==> src/rtl/booth_calc_pkg.sv <==
// booth_calc_pkg: shared states, key codes and display selector encodings
package booth_calc_pkg;

    typedef enum logic [2:0] {
        ST_IDLE, ST_IN_A, ST_CVA, ST_IN_B, ST_CVB, ST_MUL, ST_B2D, ST_SHOW
    } state_t;

    localparam logic [3:0] KEY_BS   = 4'd10;
    localparam logic [3:0] KEY_HASH = 4'd11;

    localparam logic [1:0] SEL_A     = 2'd0;
    localparam logic [1:0] SEL_B     = 2'd1;
    localparam logic [1:0] SEL_RES   = 2'd2;
    localparam logic [1:0] SEL_BLANK = 2'd3;

endpackage

==> src/rtl/bin_bcd_iter.sv <==
// bin_bcd_iter: iterative double-dabble, one input bit per cycle; digits above ND are dropped
module bin_bcd_iter #(
    parameter int IN_W = 28,
    parameter int ND   = 8
) (
    input  logic              clk,
    input  logic              rst_n,
    input  logic              start,
    input  logic [IN_W-1:0]   bin,
    output logic              done,
    output logic [4*ND-1:0]   bcd
);

    localparam int CW = $clog2(IN_W);

    logic [IN_W-1:0] sh;
    logic [CW-1:0]   cnt;
    logic            run;
    logic [4*ND-1:0] adj;

    // add 3 to every digit of 5 or more before the next shift
    always_comb begin
        adj = bcd;
        for (int i = 0; i < ND; i++)
            adj[4*i +: 4] = (bcd[4*i +: 4] > 4'd4) ? bcd[4*i +: 4] + 4'd3 : bcd[4*i +: 4];
    end

    // load on start, then shift one binary bit into the BCD register per cycle
    always_ff @(posedge clk or negedge rst_n) begin
        if (!rst_n) begin
            {sh, cnt, run, done, bcd} <= '0;
        end else begin
            done <= 1'b0;
            if (start) begin
                sh  <= bin;
                bcd <= '0;
                cnt <= '0;
                run <= 1'b1;
            end else if (run) begin
                bcd <= {adj[4*ND-2:0], sh[IN_W-1]};
                sh  <= sh << 1;
                cnt <= cnt + 1'b1;
                if (cnt == CW'(IN_W - 1)) begin
                    run  <= 1'b0;
                    done <= 1'b1;
                end
            end
        end
    end

endmodule

==> src/rtl/booth_calc_ctrl.sv <==
// booth_calc_ctrl: keypad calculator controller; define BOOTH_CALC_SIGNED_EN for signed operands via '#'
module booth_calc_ctrl
    import booth_calc_pkg::*;
#(
    parameter int DIGITS = 4,
    parameter int BIN_W  = 14
) (
    input  logic                  clk,
    input  logic                  rst_n,
    input  logic                  set,
    input  logic                  key_valid,
    input  logic [3:0]            key_code,
    output logic                  mul_start,
    output logic [BIN_W-1:0]      mul_a,
    output logic [BIN_W-1:0]      mul_b,
    input  logic                  mul_done,
    input  logic [2*BIN_W-1:0]    mul_result,
    output logic [8*DIGITS-1:0]   disp_bcd,
    output logic [2*DIGITS-1:0]   disp_mask,
    output logic [1:0]            disp_sel,
    output logic                  disp_neg,
    output logic                  busy
);

    localparam int BW = 4 * DIGITS;
    localparam int CW = $clog2(DIGITS + 1);
    localparam logic [CW-1:0] LAST = CW'(DIGITS - 1);
    localparam logic [CW-1:0] FULL = CW'(DIGITS);

    state_t state, nxt;
    logic s1, s2, s3, set_edge, editing, b2d_done, show, lit, neg_d, busy_d;
    logic [BW-1:0] buf_a, buf_b, ed_buf, nb, cv_buf, cv_sh;
    logic [CW-1:0] cnt_a, cnt_b, ed_cnt, nc, cyc, idx;
    logic [BIN_W-1:0] acc_in, acc_nx;
    logic [8*DIGITS-1:0] res_bcd, bcd_d;
    logic [2*DIGITS-1:0] res_mask, mask_d;
    logic [1:0] sel_d;

    function automatic logic [DIGITS-1:0] low_mask(input logic [CW-1:0] n);
        for (int i = 0; i < DIGITS; i++)
            low_mask[i] = (i == 0) || (i < int'(n));
    endfunction

    // two-flop synchroniser plus edge register for the set button
    always_ff @(posedge clk or negedge rst_n) begin
        if (!rst_n) {s1, s2, s3} <= '0;
        else        {s1, s2, s3} <= {set, s1, s2};
    end

    assign set_edge = s2 & ~s3;

    // state register
    always_ff @(posedge clk or negedge rst_n) begin
        if (!rst_n) state <= ST_IDLE;
        else        state <= nxt;
    end

    // next-state logic
    always_comb begin
        nxt = state;
        case (state)
            ST_IDLE: nxt = set_edge ? ST_IN_A : state;
            ST_IN_A: nxt = set_edge ? ST_CVA : state;
            ST_CVA:  nxt = (cyc == LAST) ? ST_IN_B : state;
            ST_IN_B: nxt = set_edge ? ST_CVB : state;
            ST_CVB:  nxt = (cyc == LAST) ? ST_MUL : state;
            ST_MUL:  nxt = mul_done ? ST_B2D : state;
            ST_B2D:  nxt = b2d_done ? ST_SHOW : state;
            ST_SHOW: nxt = set_edge ? ST_IN_A : state;
        endcase
    end

    assign editing = key_valid && (state == ST_IN_A || state == ST_IN_B);
    assign ed_buf  = (state == ST_IN_B) ? buf_b : buf_a;
    assign ed_cnt  = (state == ST_IN_B) ? cnt_b : cnt_a;

    // effect of the current key on the operand being edited
    always_comb begin
        nb = ed_buf;
        nc = ed_cnt;
        if (key_code < 4'd10 && ed_cnt != FULL) begin
            nb = {ed_buf[BW-5:0], key_code};
            nc = ed_cnt + 1'b1;
        end else if (key_code == KEY_BS && ed_cnt != '0) begin
            nb = ed_buf >> 4;
            nc = ed_cnt - 1'b1;
`ifdef BOOTH_CALC_SIGNED_EN
        end
`else
        end else if (key_code == KEY_HASH) begin
            nb = '0;
            nc = '0;
        end
`endif
    end

    // operand buffers: cleared when a new calculation starts from SHOW
    always_ff @(posedge clk or negedge rst_n) begin
        if (!rst_n) begin
            {buf_a, buf_b, cnt_a, cnt_b} <= '0;
        end else if (state == ST_SHOW && set_edge) begin
            {buf_a, buf_b, cnt_a, cnt_b} <= '0;
        end else if (editing) begin
            if (state == ST_IN_B) {buf_b, cnt_b} <= {nb, nc};
            else                  {buf_a, cnt_a} <= {nb, nc};
        end
    end

`ifdef BOOTH_CALC_SIGNED_EN
    logic sign_a, sign_b;

    // operand signs toggled by '#'
    always_ff @(posedge clk or negedge rst_n) begin
        if (!rst_n) begin
            {sign_a, sign_b} <= '0;
        end else if (state == ST_SHOW && set_edge) begin
            {sign_a, sign_b} <= '0;
        end else if (editing && key_code == KEY_HASH) begin
            if (state == ST_IN_B) sign_b <= ~sign_b;
            else                  sign_a <= ~sign_a;
        end
    end
`endif

    assign cv_buf = (state == ST_CVB) ? buf_b : buf_a;
    assign idx    = LAST - cyc;
    assign cv_sh  = cv_buf >> {idx, 2'b00};
    assign acc_in = (cyc == '0) ? '0 : (state == ST_CVB) ? mul_b : mul_a;
    assign acc_nx = acc_in * BIN_W'(10) + BIN_W'(cv_sh[3:0]);

    // BCD-to-binary conversion, most significant digit first, and multiplier start
    always_ff @(posedge clk or negedge rst_n) begin
        if (!rst_n) begin
            {mul_start, mul_a, mul_b, cyc} <= '0;
        end else begin
            mul_start <= (state == ST_CVB) && (cyc == LAST);
            if (state == ST_CVA || state == ST_CVB) cyc <= (cyc == LAST) ? '0 : cyc + 1'b1;
            if (state == ST_CVA) mul_a <= acc_nx;
            if (state == ST_CVB) mul_b <= acc_nx;
        end
    end

    bin_bcd_iter #(.IN_W(2 * BIN_W), .ND(2 * DIGITS)) u_b2d (
        .clk   (clk),
        .rst_n (rst_n),
        .start (state == ST_MUL && mul_done),
        .bin   (mul_result),
        .done  (b2d_done),
        .bcd   (res_bcd)
    );

    // result mask lights digit 0 up to the highest nonzero digit
    always_comb begin
        lit = 1'b0;
        res_mask = '0;
        for (int i = 2 * DIGITS - 1; i >= 0; i--) begin
            lit = lit | (res_bcd[4*i +: 4] != 4'd0) | (i == 0);
            res_mask[i] = lit;
        end
    end

    // output decode from the next state; the result bus only refreshes on entering SHOW
    always_comb begin
        sel_d  = (nxt == ST_IDLE) ? SEL_BLANK :
                 (nxt == ST_IN_A || nxt == ST_CVA) ? SEL_A :
                 (nxt == ST_IN_B || nxt == ST_CVB || nxt == ST_MUL) ? SEL_B : SEL_RES;
        busy_d = nxt inside {ST_CVA, ST_CVB, ST_MUL, ST_B2D};
        show   = nxt == ST_SHOW;
        bcd_d  = (sel_d == SEL_A) ? (8*DIGITS)'(buf_a) :
                 (sel_d == SEL_B) ? (8*DIGITS)'(buf_b) :
                 (sel_d == SEL_BLANK) ? '0 : show ? res_bcd : disp_bcd;
        mask_d = (sel_d == SEL_A) ? (2*DIGITS)'(low_mask(cnt_a)) :
                 (sel_d == SEL_B) ? (2*DIGITS)'(low_mask(cnt_b)) :
                 (sel_d == SEL_BLANK) ? '0 : show ? res_mask : disp_mask;
`ifdef BOOTH_CALC_SIGNED_EN
        neg_d  = (sel_d == SEL_A) ? sign_a :
                 (sel_d == SEL_B) ? sign_b :
                 (sel_d == SEL_BLANK) ? 1'b0 :
                 show ? ((sign_a ^ sign_b) && res_bcd != '0) : disp_neg;
`else
        neg_d  = 1'b0;
`endif
    end

    // registered outputs
    always_ff @(posedge clk or negedge rst_n) begin
        if (!rst_n) begin
            disp_bcd  <= '0;
            disp_mask <= '0;
            disp_sel  <= SEL_BLANK;
            disp_neg  <= 1'b0;
            busy      <= 1'b0;
        end else begin
            disp_bcd  <= bcd_d;
            disp_mask <= mask_d;
            disp_sel  <= sel_d;
            disp_neg  <= neg_d;
            busy      <= busy_d;
        end
    end

endmodule

==> config.mk <==
export PLATFORM = sky130hd
export DESIGN_NAME = booth_calc_ctrl
export DESIGN_NICKNAME = d
export VERILOG_FILES = /design/src/rtl/booth_calc_pkg.sv /design/src/rtl/bin_bcd_iter.sv /design/src/rtl/booth_calc_ctrl.sv
export SDC_FILE = /design/constraint.sdc
export NUM_CORES = 1
export LEC_CHECK = 0
export ABC_CLOCK_PERIOD_IN_PS = 8700
export CAP_MARGIN = 20
export CORE_AREA = 5 5 136 138
export DETAILED_ROUTE_END_ITERATION = 6
export DIE_AREA = 0 0 141 143
export GPL_ROUTABILITY_DRIVEN = 0
export HOLD_SLACK_MARGIN = 0.06
export PLACE_DENSITY = 0.86
export SYNTH_ARGS = -nofsm -noshare
export SYNTH_HDL_FRONTEND = slang
export SYNTH_SLANG_ARGS = --single-unit
==> constraint.sdc <==
create_clock -name clk -period 8.7 [get_ports clk]
set_input_delay 1.74 -clock clk [delete_from_list [all_inputs] [get_ports clk]]
set_output_delay 1.74 -clock clk [all_outputs]
set_load 0.01 [all_outputs]
== After elaboration in Yosys (flattened, before gate mapping) ==
Cells that the tools add are included.
Word-level totals
  register bits after elaboration: 186
  latch bits: 0
  RAM bits: 0
  memory bits (read-only): 0
  output and inout port bits: 73
  logic and storage cells: 176
  memories: 0
Operators by class
  $add $sub $neg: 14
  $mul: 1
  div/mod/pow operators: 0
  $lt $le $gt $ge: 15
  eq/ne operators: 22
  shifts and indexed selects: 1
  muxes and demuxes: 63
  bitwise operators: 8
  reductions and logical operators: 31
Operator list (count)
  2-to-1 mux 32 bit: 6
  2-to-1 mux 16 bit: 11
  2-to-1 mux 3 bit: 19
  2-to-1 mux 28 bit: 2
  nonzero test 4 bit: 9
  > comparator 4 x 3 -> 1 bit (second input constant): 8
  2-to-1 mux 8 bit: 4
  adder 4 x 2 -> 4 bit (second input constant): 7
  2-to-1 mux 14 bit: 2
  2-to-1 mux 4 bit: 7
  == test 3 bit (second input constant): 8
  case mux 3 bit (7 select lines): 1
  right shift 16 x 5 -> 4 bit: 1
  == test 3 x 2 -> 1 bit (second input constant): 5
  adder 14 x 4 -> 14 bit: 1
  multiplier 14 x 3 -> 13 bit (second input constant): 1
  < comparator 2 x 3 -> 1 bit (first input constant): 4
  2-to-1 mux 5 bit: 2
  zero test 3 bit: 3
  == test 4 bit (second input constant): 2
  adder 3 x 1 -> 3 bit (second input constant): 2
  == test 3 x 1 -> 1 bit (second input constant): 2
  logical AND 1 bit: 6
  < comparator 1 x 3 -> 1 bit (first input constant): 2
  21 further kinds: 40

== Depth between registers and ports, before layout ==
  word-level depth: 14
  mapped depth: 18
  gate-level depth less buffers: 14

== Hierarchy ==
A second synthesis with hierarchy kept.
Second synthesis, totals
  cell total of the unflattened synthesis: 1165
  area total of the unflattened synthesis: 10772.8 um2
By module, submodules not included
  booth_calc_ctrl: times used 1, cells each 796, area an instance 7135.6 um2, sequential area each 2980.4 um2
  bin_bcd_iter: times used 1, cells each 369, area an instance 3637.2 um2, sequential area each 1676.6 um2

== Least setup slack after synthesis ==
Ideal clock, no wire load.
  path kind: flip-flop to flip-flop
  from: reg state[1]
  to: reg mul_b[13]
  arrival: 4040 ps
  data required time: 8570 ps
  path slack: 4530 ps
  stages on the path, launching flop included: 19
  path buffers: 5
  period minus slack after synthesis: 4170 ps
  cell sequence: dfrtp_1 buf_6 or3b_1 buf_2 clkbuf_1 clkbuf_1 clkbuf_1 nand2_1 a21oi_1 ha_1 ha_1 fa_1 a211oi_1 nor2_1 xor2_1 nand4_1 nor4_1 xnor2_1 o21ai_1
Between the ends
  longest elaborated chain between the ends: 5
  elaborated cells between the ends (all ways): 7
  those cells by class: add/sub (1); mul (1); eq/ne (1); shift (1); mux (3)
Ends and longest elaborated chain
  start, declared: RTL line booth_calc_ctrl.sv:30  | state_t state, nxt;
  start signal, assigned: RTL line booth_calc_ctrl.sv:55  | else state <= nxt;
  == test 3 bit *: RTL line booth_calc_ctrl.sv:125, booth_calc_ctrl.sv:128, booth_calc_ctrl.sv:139
  2-to-1 mux 14 bit (2 in a row): RTL line booth_calc_ctrl.sv:128  | assign acc_in = (cyc == '0) ? '0 : (state == ST_CVB) ? mul_b : mul_a;
  multiplier 14 x 3 -> 13 bit: RTL line booth_calc_ctrl.sv:129  | assign acc_nx = acc_in * BIN_W'(10) + BIN_W'(cv_sh[3:0]);
  adder 14 x 4 -> 14 bit: RTL line booth_calc_ctrl.sv:129
  end signal, assigned: RTL line booth_calc_ctrl.sv:139  | if (state == ST_CVB) mul_b <= acc_nx;
  end, declared: RTL line booth_calc_ctrl.sv:15  | output logic [BIN_W-1:0] mul_b,
Mark *: on every way between the ends. The rest lies on a longest branch, timed or not.
A chain may end at the register's enable or synchronous reset.

== Worst setup path in the final report ==
  from: reg state[2]
  to: reg mul_a[13]
Between the ends
  longest elaborated chain between the ends: 5
  elaborated cells between the ends (all ways): 8
  those cells by class: add/sub (1); mul (1); eq/ne (2); shift (1); mux (3)
Ends and longest elaborated chain
  == test 3 bit: RTL line booth_calc_ctrl.sv:125, booth_calc_ctrl.sv:128
  2-to-1 mux 14 bit (2 in a row): RTL line booth_calc_ctrl.sv:128
  multiplier 14 x 3 -> 13 bit: RTL line booth_calc_ctrl.sv:129
  adder 14 x 4 -> 14 bit: RTL line booth_calc_ctrl.sv:129
  end signal, assigned: RTL line booth_calc_ctrl.sv:138  | if (state == ST_CVA) mul_a <= acc_nx;
  end, declared: RTL line booth_calc_ctrl.sv:14  | output logic [BIN_W-1:0] mul_a,
Several ways; a longest one is shown, not always the timed one.

==> flow_summary.yaml <==
floorplan:
  placementRows: 48
  dieWidth_um: 141
  die_h_um: 143
  placeableCoreArea_mm2: 0.0171
  initial_utilization_pct: 60.4
  die_ar_mm2: 0.0202
  ioPinCount: 110
synth:
  synthesis.instances: 1126
  yosysWarnings: 0
  synthArstFlopShare_pct: 100
  post_synth.cell_area_avg_um2: 9.15
  synth_enable_flop_cells: 0
  ys_types: 69
  ys_seq_area_share_pct: 45.2
  synth_seq_cells: 186
  ys.flop_type: "sky130_fd_sc_hd__dfrtp_1"
  synth.net_count: 1198
  synth_area_mm2: 0.0103
finish:
  multi_input_comb_area_mm2: 0.00524
  mostFrequentLayoutCells: "183 x sky130_fd_sc_hd__dfrtp_1, 182 x sky130_fd_sc_hd__nand2_1, 118 x sky130_fd_sc_hd__o21ai_0"
  num_antenna_cells: 0
  final_design_area_no_fill_mm2: 0.0121
  register_area_mm2: 0.00466
  layout_fillers: 1260
  layout_commonest_cell: "sky130_fd_sc_hd__dfrtp_1"
  layout-area-overhead-vs-synth_pct: 17.4
  drive_above_1_share_pct: 6.03
  fin_nets: 1269
timing:
  fin_tns_setup_ps: 0
  report.final.hold_viol_count: 0
  finalClockSkew_ps: 11.3
  finalCritPeriodShare_pct: 56.6
  maxSlewViolCount: 0
  normalized_max_slew_margin_pct: 12.5
  timing_worst_slew_pin_value_ps: 1310
  setup_violations: 0
  unrepaired_setup_endpoints_after_global_routing: "false"
  hold_ws_ps: 362
  post-route-min-period_ps: 4930
  postLayoutSetupSlackWorst_ps: 3770
  fmax_ghz: 0.203
worst_setup_path:
  reg2reg_slack_ps: 3770
  critical_path.reg2reg.endpoint: "mul_a[13]$_DFFE_PN0P_"
  setup.worst_path.end_class: "register"
  reg2reg_depth: 14
  crit_end: "mul_a[13]$_DFFE_PN0P_"
  cp_max_fo: 49
  cp-start-kind: "register"
  critPathLaunch: "state[2]$_DFF_PN0_"
  cp.required_ps: 8990
  timing_worst_setup_path_type: "reg -> reg"
  regToRegStartpoint: "state[2]$_DFF_PN0_"
  worstPathArrival_ps: 5220
global_route:
  global_route_layer_with_the_greatest_usage: "met2"
  use_met3_pct: 6.06
  antenna_found_initial: 0
  global_route.overflow_total: 0
  met2_usage_pct: 41.6
  grt_util_met1_pct: 35.1
  grt_pass1_wl_um: 42200
  grt_max_degree: 132
  global_route.usage.total_pct: 25.9
  first_global_vias: 8397
clock_tree:
  cts.reportedPaths.clkPinSlew_ps: 70
  htree_num_levels: 4
  post_cts.repair.setup_buffers: 0
  clockBufferDepth: 2
  post_cts_resize_count: 0
  clk_latency_ps: 440
  cts.hold.buffers_added: 0
  clock_sinks: 186
  cts-root-buf: "sky130_fd_sc_hd__clkbuf_16"
  clock_buffers_created_by_tritoncts: 17
  tritoncts_clock_tree: "done"
placement:
  pre_cts_slack_ps: 3910
  placement.io_buffers: 108
  detailedPlacementHpwl_um: 17400
  dpl-instance-area_mm2: 0.0115
min_path:
  worst_hold_path_type: "reg -> reg"
route:
  initial_drc_count: 845
  drt_pre_antenna_iters: 5
  avg_wl_per_cell_um: 18.0
  remaining_antenna_violation_count: 0
  vias: 8804
  vias_per_cell: 6.14
  drt_drc_violations_left: 0
  routed_wirelength_um: 25800
power:
  total_power_consumption_of_the_routed_design_mw: 5.16
  static-leakage-power_nw: 5.56
  vdd_drop_max_uv: 227
  power.density_cell_area_mw_per_mm2: 426
job:
  drv_cap: 0
run_status:
  status: "finished, final reports clean"
==> sequential cells by signal, indices dropped and copies added (netlist names), 2 cells and up <==
name       cells
disp_sel       2
u_b2d.bcd     32
cnt_a          3
mul_a         14
u_b2d.sh      28
buf_b         16
cnt_b          3
state          3
u_b2d.cnt      5
buf_a         16
disp_bcd      32
mul_b         14
cyc            3
disp_mask      8
==> synth_stat cells, types with 5 or more instances <==
master	n	share of area, %
sky130_fd_sc_hd__dfrtp_1	184	45
sky130_fd_sc_hd__nand2_1	182	6.6
sky130_fd_sc_hd__o21ai_0	118	5.7
sky130_fd_sc_hd__nor2_1	89	3.2
sky130_fd_sc_hd__a21oi_1	81	3.9
sky130_fd_sc_hd__mux2i_1	76	7.4
sky130_fd_sc_hd__clkbuf_1	56	2.0
sky130_fd_sc_hd__inv_1	38	1.4
sky130_fd_sc_hd__ha_1	34	4.1
sky130_fd_sc_hd__o22ai_1	21	1.3
sky130_fd_sc_hd__xnor2_1	19	1.6
sky130_fd_sc_hd__xor2_1	19	1.6
sky130_fd_sc_hd__nand3_1	17	0.83
sky130_fd_sc_hd__a211oi_1	14	1.0
sky130_fd_sc_hd__a22oi_1	14	1.0
sky130_fd_sc_hd__nor3_1	13	0.63
sky130_fd_sc_hd__o221ai_1	13	1.1
sky130_fd_sc_hd__o211ai_1	10	0.73
sky130_fd_sc_hd__mux2_2	9	0.98
sky130_fd_sc_hd__and2_1	8	0.49
sky130_fd_sc_hd__mux4_2	7	1.5
sky130_fd_sc_hd__nand2b_1	7	0.43
sky130_fd_sc_hd__buf_2	6	0.29
sky130_fd_sc_hd__nor3b_1	6	0.44
sky130_fd_sc_hd__o31ai_1	6	0.44
sky130_fd_sc_hd__nor2b_1	5	0.30
==> worst max-delay path, stage by stage (launching register included) <==
cell and delay (ps):
sky130_fd_sc_hd__dfrtp_1 740, sky130_fd_sc_hd__or3b_2 490, sky130_fd_sc_hd__buf_4 310, sky130_fd_sc_hd__mux2_2 360
sky130_fd_sc_hd__and2_1 240, sky130_fd_sc_hd__xor2_1 200, sky130_fd_sc_hd__ha_1 260, sky130_fd_sc_hd__fa_1 430
sky130_fd_sc_hd__a211oi_1 520, sky130_fd_sc_hd__o21ai_0 220, sky130_fd_sc_hd__a31oi_1 230, sky130_fd_sc_hd__xor2_1 130
sky130_fd_sc_hd__nor4_1 340, sky130_fd_sc_hd__xnor2_1 200, sky130_fd_sc_hd__o21ai_1 80
==> power breakdown <==
part	switching [mW]	internal [mW]	total (mW)	leakage, nW
sequential	0.477	1.24	1.71	2.38
combinational	1.49	1.18	2.67	2.91
clock	0.344	0.426	0.770	0.273
total	2.31	2.85	5.16	5.56
==> routing by layer <==
layer	vias to the layer above	part of all wire, %
li1	4119	-
met5	-	0
met2	372	48
met1	4255	42
met4	0	2.5
met3	58	7.6
==> logic make-up (layout without fill, tap and decap cells) <==
group | count (synthesis) | count (layout) | share of synthesized area, %
AND/OR/NAND/NOR | 357 | 357 | 15.1
AO/OA/AOI/OAI | 311 | 311 | 18.2
flip-flops | 186 | 186 | 45.2
buffers and inverters | 106 | 190 | 4.04
multiplexers | 92 | 92 | 9.90
XOR/XNOR | 38 | 38 | 3.23
adder cells (fa/ha/maj) | 35 | 35 | 4.32
other | 1 | 1 | 0.0364
==> area by class of cell <==
class | instances | share of cell area [%]
clock inverters | 12 | 1.15
flip-flops and latches | 186 | 38.5
well taps | 225 | 2.33
inverters | 39 | 1.21
clock buffers | 20 | 3.61
multi-input cells | 834 | 43.3
repair buffers | 119 | 9.82
==> through the flow <==
step / util [%] / std cells
2_1_floorplan: - / 1126
3_3_place_gp: 67.3 / 1401
3_5_place_dp: 67.3 / 1401
4_1_cts: 70.7 / 1433
5_1_grt: 70.9 / 1435
6_report: 70.9 / 1435
==> worst min-delay path by stage <==
stage / from / end / slack [ps] / cells past startpoint
2_1_floorplan: s1$_DFF_PN0_ / s2$_DFF_PN0_ / 330 / 0
3_3_place_gp: s1$_DFF_PN0_ / s2$_DFF_PN0_ / 340 / 0
3_5_place_dp: s1$_DFF_PN0_ / s2$_DFF_PN0_ / 350 / 0
4_1_cts: s1$_DFF_PN0_ / s2$_DFF_PN0_ / 370 / 0
5_1_grt: s1$_DFF_PN0_ / s2$_DFF_PN0_ / 380 / 0
6_report: s1$_DFF_PN0_ / s2$_DFF_PN0_ / 360 / 0
Note: power is estimated with default switching activity, not from simulation.
